$ cat config.mk
export PLATFORM = sky130hd
export DESIGN_NAME = seg_scan_driver_flat
export DESIGN_NICKNAME = d
export VERILOG_FILES = /design/src/rtl/seg_scan_driver_if.sv /design/src/rtl/seg_scan_driver.sv /design/src/flat_wrapper.sv
export SDC_FILE = /design/constraint.sdc
export NUM_CORES = 1
export LEC_CHECK = 0
export ABC_AREA = 0
export CORE_ASPECT_RATIO = 0.6
export CORE_MARGIN = 4
export CORE_UTILIZATION = 40
export DETAILED_ROUTE_END_ITERATION = 10
export PLACE_DENSITY_LB_ADDON = 0.05
export SYNTH_ARGS = -nofsm -noshare
export SYNTH_HDL_FRONTEND = slang
export SYNTH_SLANG_ARGS = --single-unit
$ cat constraint.sdc
create_clock -name clk -period 1.8 [get_ports clk]
set_input_delay 0.36 -clock clk [delete_from_list [all_inputs] [get_ports clk]]
set_output_delay 0.36 -clock clk [all_outputs]
set_load 0.02 [all_outputs]
$ cat src/rtl/seg_scan_driver_if.sv
// Load/status and display-scan signals of the seven-segment scan driver.
// The driver owns the slave side; whatever feeds values owns the master side.
interface seg_scan_driver_if;
  logic        load;
  logic [13:0] value_i;
  logic        ready;
  logic        ovf;
  logic [3:0]  digit_num;
  logic [3:0]  digit_sel;

  modport master (
    output load,
    output value_i,
    input  ready,
    input  ovf,
    input  digit_num,
    input  digit_sel
  );

  modport slave (
    input  load,
    input  value_i,
    output ready,
    output ovf,
    output digit_num,
    output digit_sel
  );
endinterface

$ cat src/rtl/seg_scan_driver.sv
// Binary-to-BCD converter (double-dabble, one bit per cycle) feeding a 4-digit multiplexed
// seven-segment scanner. Define SEG_LEADING_ZERO_BLANK_EN to blank leading zero digits.
module seg_scan_driver #(
  parameter int unsigned SCAN_DIV = 50000
) (
  input  logic             clk,
  input  logic             rst_n,
  seg_scan_driver_if.slave bus_io
);

  localparam int unsigned CntW = (SCAN_DIV > 1) ? $clog2(SCAN_DIV) : 1;
  localparam logic [13:0] MaxDisp = 14'd9999;
  localparam logic [3:0]  LastIter = 4'd13;

  typedef enum logic [1:0] {StIdle, StConv, StCommit} state_e;

  // Conversion state
  state_e      state_q;
  logic        ready_q;
  logic        ovf_q;
  logic        ovf_pend_q;
  logic [13:0] bin_q;
  logic [15:0] bcd_q;
  logic [3:0]  iter_q;
  logic [15:0] disp_q;

  // Scan state
  logic [CntW-1:0] cnt_q, cnt_d;
  logic [1:0]      idx_q, idx_d;
  logic [3:0]      sel_q;
  logic [3:0]      num_q;

  logic        in_over;
  logic [13:0] in_sat;
  logic [15:0] bcd_adj;
  logic [15:0] bcd_shift;
  logic [13:0] bin_shift;
  logic [15:0] disp_commit;

  always_comb begin
    in_over = (bus_io.value_i > MaxDisp);
    in_sat  = in_over ? MaxDisp : bus_io.value_i;
  end

  // One double-dabble step: adjust every nibble >= 5, then shift the next binary bit in.
  always_comb begin
    bcd_adj = bcd_q;
    for (int i = 0; i < 4; i++) begin
      if (bcd_q[4*i +: 4] >= 4'd5) begin
        bcd_adj[4*i +: 4] = bcd_q[4*i +: 4] + 4'd3;
      end
    end
    bcd_shift = (bcd_adj << 1) | {15'd0, bin_q[13]};
    bin_shift = bin_q << 1;
  end

  always_comb begin
    disp_commit = bcd_q;
`ifdef SEG_LEADING_ZERO_BLANK_EN
    // Ones digit is never blanked so a zero value still shows a single "0".
    if (bcd_q[15:12] == 4'd0) begin
      disp_commit[15:12] = 4'hF;
      if (bcd_q[11:8] == 4'd0) begin
        disp_commit[11:8] = 4'hF;
        if (bcd_q[7:4] == 4'd0) begin
          disp_commit[7:4] = 4'hF;
        end
      end
    end
`endif
  end

  always_ff @(posedge clk) begin
    if (!rst_n) begin
      state_q    <= StIdle;
      ready_q    <= 1'b1;
      ovf_q      <= 1'b0;
      ovf_pend_q <= 1'b0;
      bin_q      <= '0;
      bcd_q      <= '0;
      iter_q     <= '0;
      disp_q     <= '0;
    end else begin
      unique case (state_q)
        StIdle: begin
          if (bus_io.load) begin
            bin_q      <= in_sat;
            bcd_q      <= '0;
            iter_q     <= '0;
            ovf_pend_q <= in_over;
            ready_q    <= 1'b0;
            state_q    <= StConv;
          end
        end
        StConv: begin
          bcd_q  <= bcd_shift;
          bin_q  <= bin_shift;
          iter_q <= iter_q + 4'd1;
          if (iter_q == LastIter) begin
            state_q <= StCommit;
          end
        end
        StCommit: begin
          disp_q  <= disp_commit;
          ovf_q   <= ovf_pend_q;
          ready_q <= 1'b1;
          state_q <= StIdle;
        end
        default: begin
          state_q <= StIdle;
          ready_q <= 1'b1;
        end
      endcase
    end
  end

  // Scan timing is free-running and independent of the converter.
  always_comb begin
    cnt_d = cnt_q + CntW'(1);
    idx_d = idx_q;
    if (cnt_q == CntW'(SCAN_DIV - 1)) begin
      cnt_d = '0;
      idx_d = idx_q + 2'd1;
    end
  end

  always_ff @(posedge clk) begin
    if (!rst_n) begin
      cnt_q <= '0;
      idx_q <= '0;
      sel_q <= 4'b1110;
      num_q <= '0;
    end else begin
      cnt_q <= cnt_d;
      idx_q <= idx_d;
      sel_q <= ~(4'b0001 << idx_d);
      num_q <= disp_q[{idx_d, 2'b00} +: 4];
    end
  end

  assign bus_io.ready     = ready_q;
  assign bus_io.ovf       = ovf_q;
  assign bus_io.digit_sel = sel_q;
  assign bus_io.digit_num = num_q;

endmodule

$ cat src/flat_wrapper.sv
// flat-port wrapper written by rule: the top's interface ports become plain ports
module seg_scan_driver_flat 
#(
  parameter int unsigned SCAN_DIV = 50000
)
  (clk, rst_n, bus_io_load, bus_io_value_i, bus_io_ready, bus_io_ovf, bus_io_digit_num, bus_io_digit_sel);
  seg_scan_driver_if bus_io_i ();
  input  logic clk;
  input  logic rst_n;
  input wire logic [$bits(bus_io_i.load)-1:0] bus_io_load;
  input wire logic [$bits(bus_io_i.value_i)-1:0] bus_io_value_i;
  output wire logic [$bits(bus_io_i.ready)-1:0] bus_io_ready;
  output wire logic [$bits(bus_io_i.ovf)-1:0] bus_io_ovf;
  output wire logic [$bits(bus_io_i.digit_num)-1:0] bus_io_digit_num;
  output wire logic [$bits(bus_io_i.digit_sel)-1:0] bus_io_digit_sel;
  assign bus_io_i.load = bus_io_load;
  assign bus_io_i.value_i = bus_io_value_i;
  assign bus_io_ready = bus_io_i.ready;
  assign bus_io_ovf = bus_io_i.ovf;
  assign bus_io_digit_num = bus_io_i.digit_num;
  assign bus_io_digit_sel = bus_io_i.digit_sel;
  seg_scan_driver #(.SCAN_DIV(SCAN_DIV)) u_core (.clk(clk), .rst_n(rst_n), .bus_io(bus_io_i));
endmodule
After elaboration in Yosys (flattened, before gate mapping)
Cells that the tools add are included.
{"block": "classes", "n_div": 0, "eq_ne": 6, "reduce_logical": 7, "mux": 17, "n_bitwise": 4, "shifts": 2, "multipliers": 0, "addsub": 7, "magnitude_cmp": 5}
{"op": "$pmux 16 s2", "count": 1}
{"op": "$mux 14", "count": 2}
{"op": "$pmux 14 s2", "count": 1}
{"op": "$add 16x1->16 const B", "count": 1}
{"op": "$eq 16x16->1 const B", "count": 1}
{"op": "$ge 4x3->1 const B", "count": 4}
{"op": "$mux 16", "count": 1}
{"op": "$mux 4", "count": 4}
{"op": "$or 16x1->16", "count": 1}
{"op": "$shiftx 16x5->4", "count": 1}
{"op": "$gt 14x14->1 const B", "count": 1}
{"op": "$add 4x2->4 const B", "count": 3}
{"op": "$pmux 4 s2", "count": 1}
{"op": "$reduce_and 2->1", "count": 4}
{"op": "$mux 2", "count": 3}
{"op": "$add 4x1->4 const B", "count": 1}
{"op": "$eq 4x4->1 const B", "count": 1}
{"op": "$not 4->4", "count": 1}
{"op": "$pmux 2 s2", "count": 1}
{"op": "$shl 1x2->4 const A", "count": 1}
{"op": "$add 3x2->3 const B", "count": 1}
{"op": "$mux 3", "count": 1}
{"op": "$add 2x1->2 const B", "count": 1}
{"op": "$eq 2x1->1 const B", "count": 1}
{"op": "other kinds (9)", "count": 10}
{"block": "totals", "in_bits": 17, "elab_cells": 60, "latchBits": 0, "mem_bits_rw": 0, "output_inout_bits": 10, "rom_bits": 0, "reg_bits": 81, "n_memories": 0}

Depth between registers and ports, before layout
Gate-level depths: netlist (run 1).
{"block": "depth", "word_depth": 4, "depth_mapped": 8, "ltp_nobuf": 7}

Least setup slack after synthesis (run 1)
No wires, ideal clock.
{"block": "synth_path", "kind": "flip-flop to flip-flop", "start": "register u_core.cnt_q[0]", "end": "register u_core.num_q[0], in the netlist u_core.bus_io.digit_num[0]", "path_buffers": 1, "setup_ns": 0.077, "setup_slack_ns": 0.211, "synth_period_minus_slack_ns": 1.589, "stages_incl_launch_ff": 8, "arrival_time_ns": 1.512, "path_cell_list": "dfxtp_1 ha_1 and3_1 and4_1 buf_6 mux2i_4 nand2_1 a41oi_2"}
{"block": "synth_via", "elab_chain_len": 3}
{"element": "from (decl)", "line_no": "seg_scan_driver.sv:28", "source": "logic [CntW-1:0] cnt_q, cnt_d;"}
{"element": "from (signal assigned)", "line_no": "seg_scan_driver.sv:134", "source": "cnt_q <= cnt_d;"}
{"element": "$eq 16x16->1", "line_no": "seg_scan_driver.sv:121", "source": "if (cnt_q == CntW'(SCAN_DIV - 1)) begin"}
{"element": "$mux 2", "line_no": "seg_scan_driver.sv:121"}
{"element": "$shiftx 16x5->4", "line_no": "seg_scan_driver.sv:137", "source": "num_q <= disp_q[{idx_d, 2'b00} +: 4];"}
{"element": "to (signal assigned)", "line_no": "seg_scan_driver.sv:137"}
{"element": "to (decl)", "line_no": "seg_scan_driver.sv:31", "source": "logic [3:0] num_q;"}
No other way between the ends.
A chain may end at the register's enable or synchronous reset.

Worst setup path after layout (run 1)
Same ends and word-level chain as after synthesis.

==> flow_metrics.tcl, run 1 <==
set metrics [dict create \
    status "completed" \
    synth_area_leader_cell "dfxtp_1" \
    layout-drive-gt1-share_pct 18.6 \
    wl_met1_um 4620 \
    antenna_left 0 \
    critPathMaxStageDelay_ps 340 \
    grt_pass1_wl_um 14000 \
    ys_ff_latch 81 \
    switching_share_pct 22.6 \
    cp-end-kind "flip-flop" \
    antenna_cells 0 \
    clockBufferDepth 2 \
    critPathLaunchType "flip-flop" \
    synth-edff-count 0 \
    min_path_type "reg -> reg" \
    wl_um 8290 \
    dr.first_iter.drc_count 250 \
    synth.area.top_cells "dfxtp_1 (45%), nand2_1 (5.9%), a21oi_1 (5.7%), nor2_1 (5.3%), ha_1 (3.8%)" \
    drt-vias-per-instance 5.02 \
    seqPwrFrac_pct 45.9 \
    start_util_pct 41.6 \
    io-pin-count 27 \
    synth_area_mm2 0.00360 \
    die_x_um 131 \
    top_layer "met4" \
    antenna_found_initial 0 \
    relSlewSlack_pct 73.1 \
    ys_seq_area_share_pct 45.0 \
    p_switching_mw 0.918 \
    period_share_pct 97.2 \
    wl_per_cell_um 14.1 \
    htree_num_levels 3 \
    die_y_um 81.5 \
    grt_max_degree 27 \
    hold_viol 0 \
    cts_tree "done" \
    num_vias 2961 \
    path_buf_inv 1 \
    path_class "reg -> reg" \
    rows 26 \
    fin_skew_ps 4.99 \
    cts_buffers 9 \
    power.static_leakage_nw 1.71 \
    routed-wl-met3_um 412 \
    fin_crit_ps 1750 \
    globalRouteTotalUtil_pct 17.0 \
    area_delta_synth_final_pct 28.7 \
    dieArea_mm2 0.0106 \
    dominantRegCellSynth "dfxtp_1" \
    drc 0 \
    gp_congestion 0.784 \
    comb_power_share_pct 7.3 \
    power_density_mw_per_mm2 874 \
    wl_met2_um 3170 \
    ys_types 43 \
    clock-root-buffer "clkbuf_16" \
    firstDrtPassIters 5 \
    yosys.area.top_type_share_pct 45.0 \
    ctsHoldBuffers 0 \
    setup_viol 0 \
    hold_ws_ps 455 \
    globalRouteOverflowTotal 0 \
    worst_ep_required_time_ps 2060 \
    worstPathCellList "ha_2 -> and3_4 -> and4_4 -> buf_6 -> mux2i_4 -> nand2_1 -> a41oi_2" \
    critical_path.max_fanout 5 \
    syn_area_per_cell_um2 8.68 \
    nNetsFinal 501 \
    cts_resized 0 \
    drv_cap 0 \
    cp_top_family "simple AND/OR/NAND/NOR gates" \
    clock-sinks 81 \
    dp_hpwl_um 5930 \
    clock.fmax_mhz 571 \
    n_fill_cell 808 \
    syn_nets 443 \
    ir_drop_v 0.000505 \
    internal-power_mw 3.13 \
    syn_inst 415 \
    grt_pass1_vias 2825 \
    portBuffers 26 \
    ys_warn_count 0 \
    crit_arrival_ps 2010 \
    tns_ps 0 \
    crit_slowest_cell "dfxtp_1" \
    slew_violations 0 \
    tightest_slew_ps 402 \
    async_flop_share_pct 0 \
    p_clk_share_pct 46.7 \
    cts.clk_slew.worst_paths_ps 60 \
    clk_latency_ps 340 \
    core_mm2 0.00865 \
    post-cts-setup-buffer-count 0 \
]
==> layer usage <==
layer,GRT usage [%],vias to the layer above
met5,0,-
met4,5.75,0
met3,5.20,6
met2,22.5,55
met1,25.6,1354
li1,-,1546
==> stage by stage <==
| step | std cells | util (%) | setup slack (ps) | power, mW | cell area [µm²] |
|---|---|---|---|---|---|
| 4_1_cts | 590 | 52.8 | 1.46 | 4.09 | 4570 |
| 6_report | 590 | 53.6 | 50.0 | 4.05 | 4640 |
| 3_3_place_gp | 574 | 49.1 | -204 | 2.18 | 4250 |
| 2_1_floorplan | 415 | - | 211 | 2.04 | 3600 |
| 5_1_grt | 590 | 53.6 | -17.4 | 4.20 | 4640 |
| 3_5_place_dp | 574 | 49.1 | -251 | 2.19 | 4250 |
==> power by group through the flow <==
stage	Clock, mW	Sequential [mW]	Combinational [mW]
floorplan	0	1.89	0.141
global placement	0	1.90	0.286
detailed placement	0	1.90	0.288
CTS	1.94	1.86	0.290
global route	2.00	1.86	0.329
finish	1.89	1.86	0.297
==> worst paths after layout <==
path                                                   end              from  depth (start not counted)  slack, ps
worst max-delay path            u_core.bus_io.digit_num[0]   u_core.cnt_q[0]                          7         50
worst min-delay path                      u_core.disp_q[6]  u_core.disp_q[6]                          2        460
worst max register to register  u_core.bus_io.digit_num[0]   u_core.cnt_q[0]                          7         50
worst min register to register            u_core.disp_q[6]  u_core.disp_q[6]                          2        460
==> layout make-up <==
cell class | instances | area, µm² | share of cell area [%]
clock buffers | 11 | 253 | 5.45
clock inverters | 5 | 63.8 | 1.38
inverters | 19 | 71.3 | 1.54
multi-input cells | 292 | 1850 | 40.0
flip-flops and latches | 81 | 1620 | 35.0
well taps | 112 | 140 | 3.02
repair buffers | 70 | 632 | 13.6
==> worst min-delay path: cells and delay by family (launching register included) <==
kind | cells | cell delay [ps]
AND/OR/NAND/NOR | 1 | 50
AO/OA/AOI/OAI | 1 | 50
flip-flops | 1 | 310
==> registers in the layout (all words and copies together), names as in the netlist <==
| register | count |
|---|---|
| u_core.state_q | 2 |
| u_core.bus_io.digit_num | 4 |
| u_core.iter_q | 4 |
| u_core.bus_io.ready | 1 |
| u_core.idx_q | 2 |
| u_core.bus_io.digit_sel | 4 |
| u_core.cnt_q | 16 |
| u_core.bus_io.ovf | 1 |
| u_core.bin_q | 14 |
| u_core.bcd_q | 16 |
| u_core.disp_q | 16 |
| u_core.ovf_pend_q | 1 |
==> Yosys cell counts, types with 8 or more instances <==
| library cell | number |
|---|---|
| dfxtp_1 | 81 |
| nand2_1 | 57 |
| nor2_1 | 51 |
| nor3_1 | 10 |
| a21oi_1 | 41 |
| clkbuf_1 | 14 |
| nand3_1 | 15 |
| ha_1 | 11 |
| xnor2_1 | 10 |
| o21ai_0 | 12 |
| xor2_1 | 12 |
| nand2b_1 | 8 |
| inv_1 | 18 |
==> placed cells by master (no fill, tap or decap), drive strengths merged, types with 3 or more instances in the layout <==
cell type / count
nand2: 57
nor2b: 4
nand4: 3
mux2: 8
clkinv: 4
xor2: 13
a21oi: 42
and2: 4
nand3: 15
o221ai: 6
nand2b: 8
xnor2: 10
a41oi: 4
buf: 44
nor3: 10
clkbuf: 11
a222oi: 6
nand3b: 5
nor2: 51
dfxtp: 81
inv: 18
o21ai: 12
a2bb2oi: 3
a22oi: 6
clkdlybuf4s50: 26
ha: 11
==> kinds of logic (layout without fill, tap and decap cells) <==
group / after synthesis / in the layout / share of synthesized area [%]
adder cells (fa/ha/maj): 11 / 11 / 3.82
XOR/XNOR: 23 / 23 / 5.80
buffers and inverters: 42 / 105 / 5.24
multiplexers: 10 / 10 / 3.51
AO/OA/AOI/OAI: 81 / 81 / 15.3
flip-flops: 81 / 81 / 45.0
AND/OR/NAND/NOR: 167 / 167 / 21.3
Power figures use the tool's default switching activity.
==> inputs of run 2 (changes only) <==
- CTS_BUF_LIST: unset -> sky130_fd_sc_hd__clkbuf_2
- CTS_CLUSTER_SIZE: unset -> 25
- SETUP_SLACK_MARGIN: unset -> 0.4
==> run 2 against run 1 <==
Effect of this change:
- sequential cell count did not move
- sequential share of layout area rose by 0.17 points
- power fell by 28%
- wire length rose by 2.6%
- utilization rose by 1.1 points
- critical path depth fell by 1
- worst setup slack improved by 64 ps
- first-iteration DRC count rose by 1.6%
- combinational power rose by 2%
- highest routed layer unchanged
- largest power group is now registers
- cell count rose by 0.17%
==> flow_metrics.tcl, run 2 (synthesis gave the netlist of run 1 again) <==
set metrics [dict create \
    dieArea_mm2 0.0106 \
    crit_arrival_ps 2150 \
    rsz0062_at_grt "true" \
    die_y_um 81.5 \
    path_class "reg -> reg" \
    critical_path.max_fanout 5 \
    clock-sinks 81 \
    dp_hpwl_um 5970 \
    period_share_pct 93.7 \
    rows 26 \
    globalRouteOverflowTotal 0 \
    drc 0 \
    gp_congestion 0.755 \
    drv_cap 0 \
    antenna_cells 0 \
    num_vias 3002 \
    finalWorstSetupSlack_ps 114 \
    htree_num_levels 3 \
    layout-drive-gt1-share_pct 32.4 \
    antenna_found_initial 0 \
    power.static_leakage_nw 1.73 \
    clk_latency_ps 530 \
    status "completed" \
    pre_cts_slack_ps -298 \
    hold_viol 0 \
    ctsHoldBuffers 0 \
    wl_um 8510 \
    design_area_mm2 0.00473 \
    relSlewSlack_pct 71.4 \
    fin_crit_ps 1690 \
    die_x_um 131 \
    cts_tree "done" \
    core_mm2 0.00865 \
    layout_common_cells "dfxtp_1 (56), nand2_1 (55), nor2_1 (50)" \
    clock-root-buffer "clkbuf_2" \
    grt_pass1_wl_um 14300 \
    cp-end-kind "flip-flop" \
    worstPathCellList "nor4bb_4 -> and4_1 -> buf_6 -> mux2i_4 -> nand2_1 -> a41oi_2" \
    clock.fmax_mhz 593 \
    ir_drop_v 0.000269 \
    worst_ep_required_time_ps 2260 \
    portBuffers 26 \
    routed-wl-met3_um 460 \
    nNetsFinal 502 \
    io-pin-count 27 \
    critPathMaxStageDelay_ps 390 \
    crit_slowest_cell "dfxtp_1" \
    firstDrtPassIters 4 \
    wl_met2_um 3390 \
    drt-vias-per-instance 5.08 \
    fin_skew_ps 19.6 \
    wl_per_cell_um 14.4 \
    setup_viol 0 \
    critPathLaunchType "flip-flop" \
    dr.first_iter.drc_count 254 \
    area_delta_synth_final_pct 31.3 \
    tightest_slew_ps 429 \
    antenna_left 0 \
    slew_violations 0 \
    clockBufferDepth 2 \
    reg_top3 "u_core.bcd_q (16), u_core.cnt_q (16), u_core.disp_q (16)" \
    cts.clk_slew.worst_paths_ps 210 \
    start_util_pct 41.6 \
    place_area_mm2 0.00427 \
    wl_met1_um 4620 \
    globalRouteTotalUtil_pct 17.3 \
    grt_max_degree 28 \
    top_layer "met4" \
    grt_pass1_vias 2853 \
    min_path_type "in -> reg" \
    cts_buffers 9 \
    power_density_mw_per_mm2 620 \
    final_common_cell "dfxtp_1" \
]
run 2: cell count changes in the layout (fill, tap and decap cells not counted), sizes merged:
cell / before / now
clkbuf: 11 / 10
dlygate4sd2: 0 / 1
clkdlybuf4s50: 26 / 15
buf: 44 / 55
clkinv: 4 / 7
bufinv: 1 / 0
clkinvlp: 1 / 0
run 2: area by class of cell:
type | count | area, µm²
clock inverter | 6 | 25.0
clock buffer | 10 | 50.0
fill | 793 | 3930
multi-input combinational | 292 | 2110
timing repair buffer | 71 | 644
tap | 112 | 140
sequential | 81 | 1660
inverter | 19 | 91.3
run 2: stage by stage:
stage | util, % | std cells | power, mW | TNS [ps] | hold slack (ps)
floorplan | - | 415 | 2.05 | 0 | 417
global placement | 49.4 | 560 | 2.18 | -3810 | 431
detailed placement | 49.4 | 560 | 2.18 | -4520 | 433
CTS | 52.7 | 589 | 2.97 | 0 | 266
global route | 54.6 | 591 | 3.07 | 0 | 249
finish | 54.6 | 591 | 2.93 | 0 | 310
run 2: report_power, final:
part,switching [mW],total [mW],internal (mW)
clock,0.601,0.766,0.166
sequential,0.0307,1.86,1.83
combinational,0.159,0.303,0.144
total,0.790,2.93,2.14
run 2: repair_timing:
action                                  in CTS  in global routing
buffers inserted                            13                  2
gates resized for setup                     89                 43
endpoints found under the setup margin      66                 64
pin swaps                                    8                 14
run 2: critical path: cells and delay by family, from the launching register on:
kind / cells / cell delay, ps
compound gates: 1 / 180
buf+inv: 1 / 140
flops: 1 / 390
mux: 1 / 300
simple gates: 3 / 630
run 2: per-layer routing:
metal / GRT usage, % / vias to the layer above
met2: 23.1 / 68
met1: 26.7 / 1388
met4: 2.87 / 0
met5: 0 / -
li1: - / 1541
met3: 6.11 / 5
run 2: path summary, 6_finish.rpt:
path              slack (ps)              start  cells after the start                         end
setup / recovery         110   u_core.cnt_q[15]                      6  u_core.bus_io.digit_num[1]
hold / removal           310  bus_io_value_i[9]                      3             u_core.bin_q[9]
setup reg to reg         110   u_core.cnt_q[15]                      6  u_core.bus_io.digit_num[1]
hold reg to reg          470  u_core.ovf_pend_q                      2           u_core.bus_io.ovf
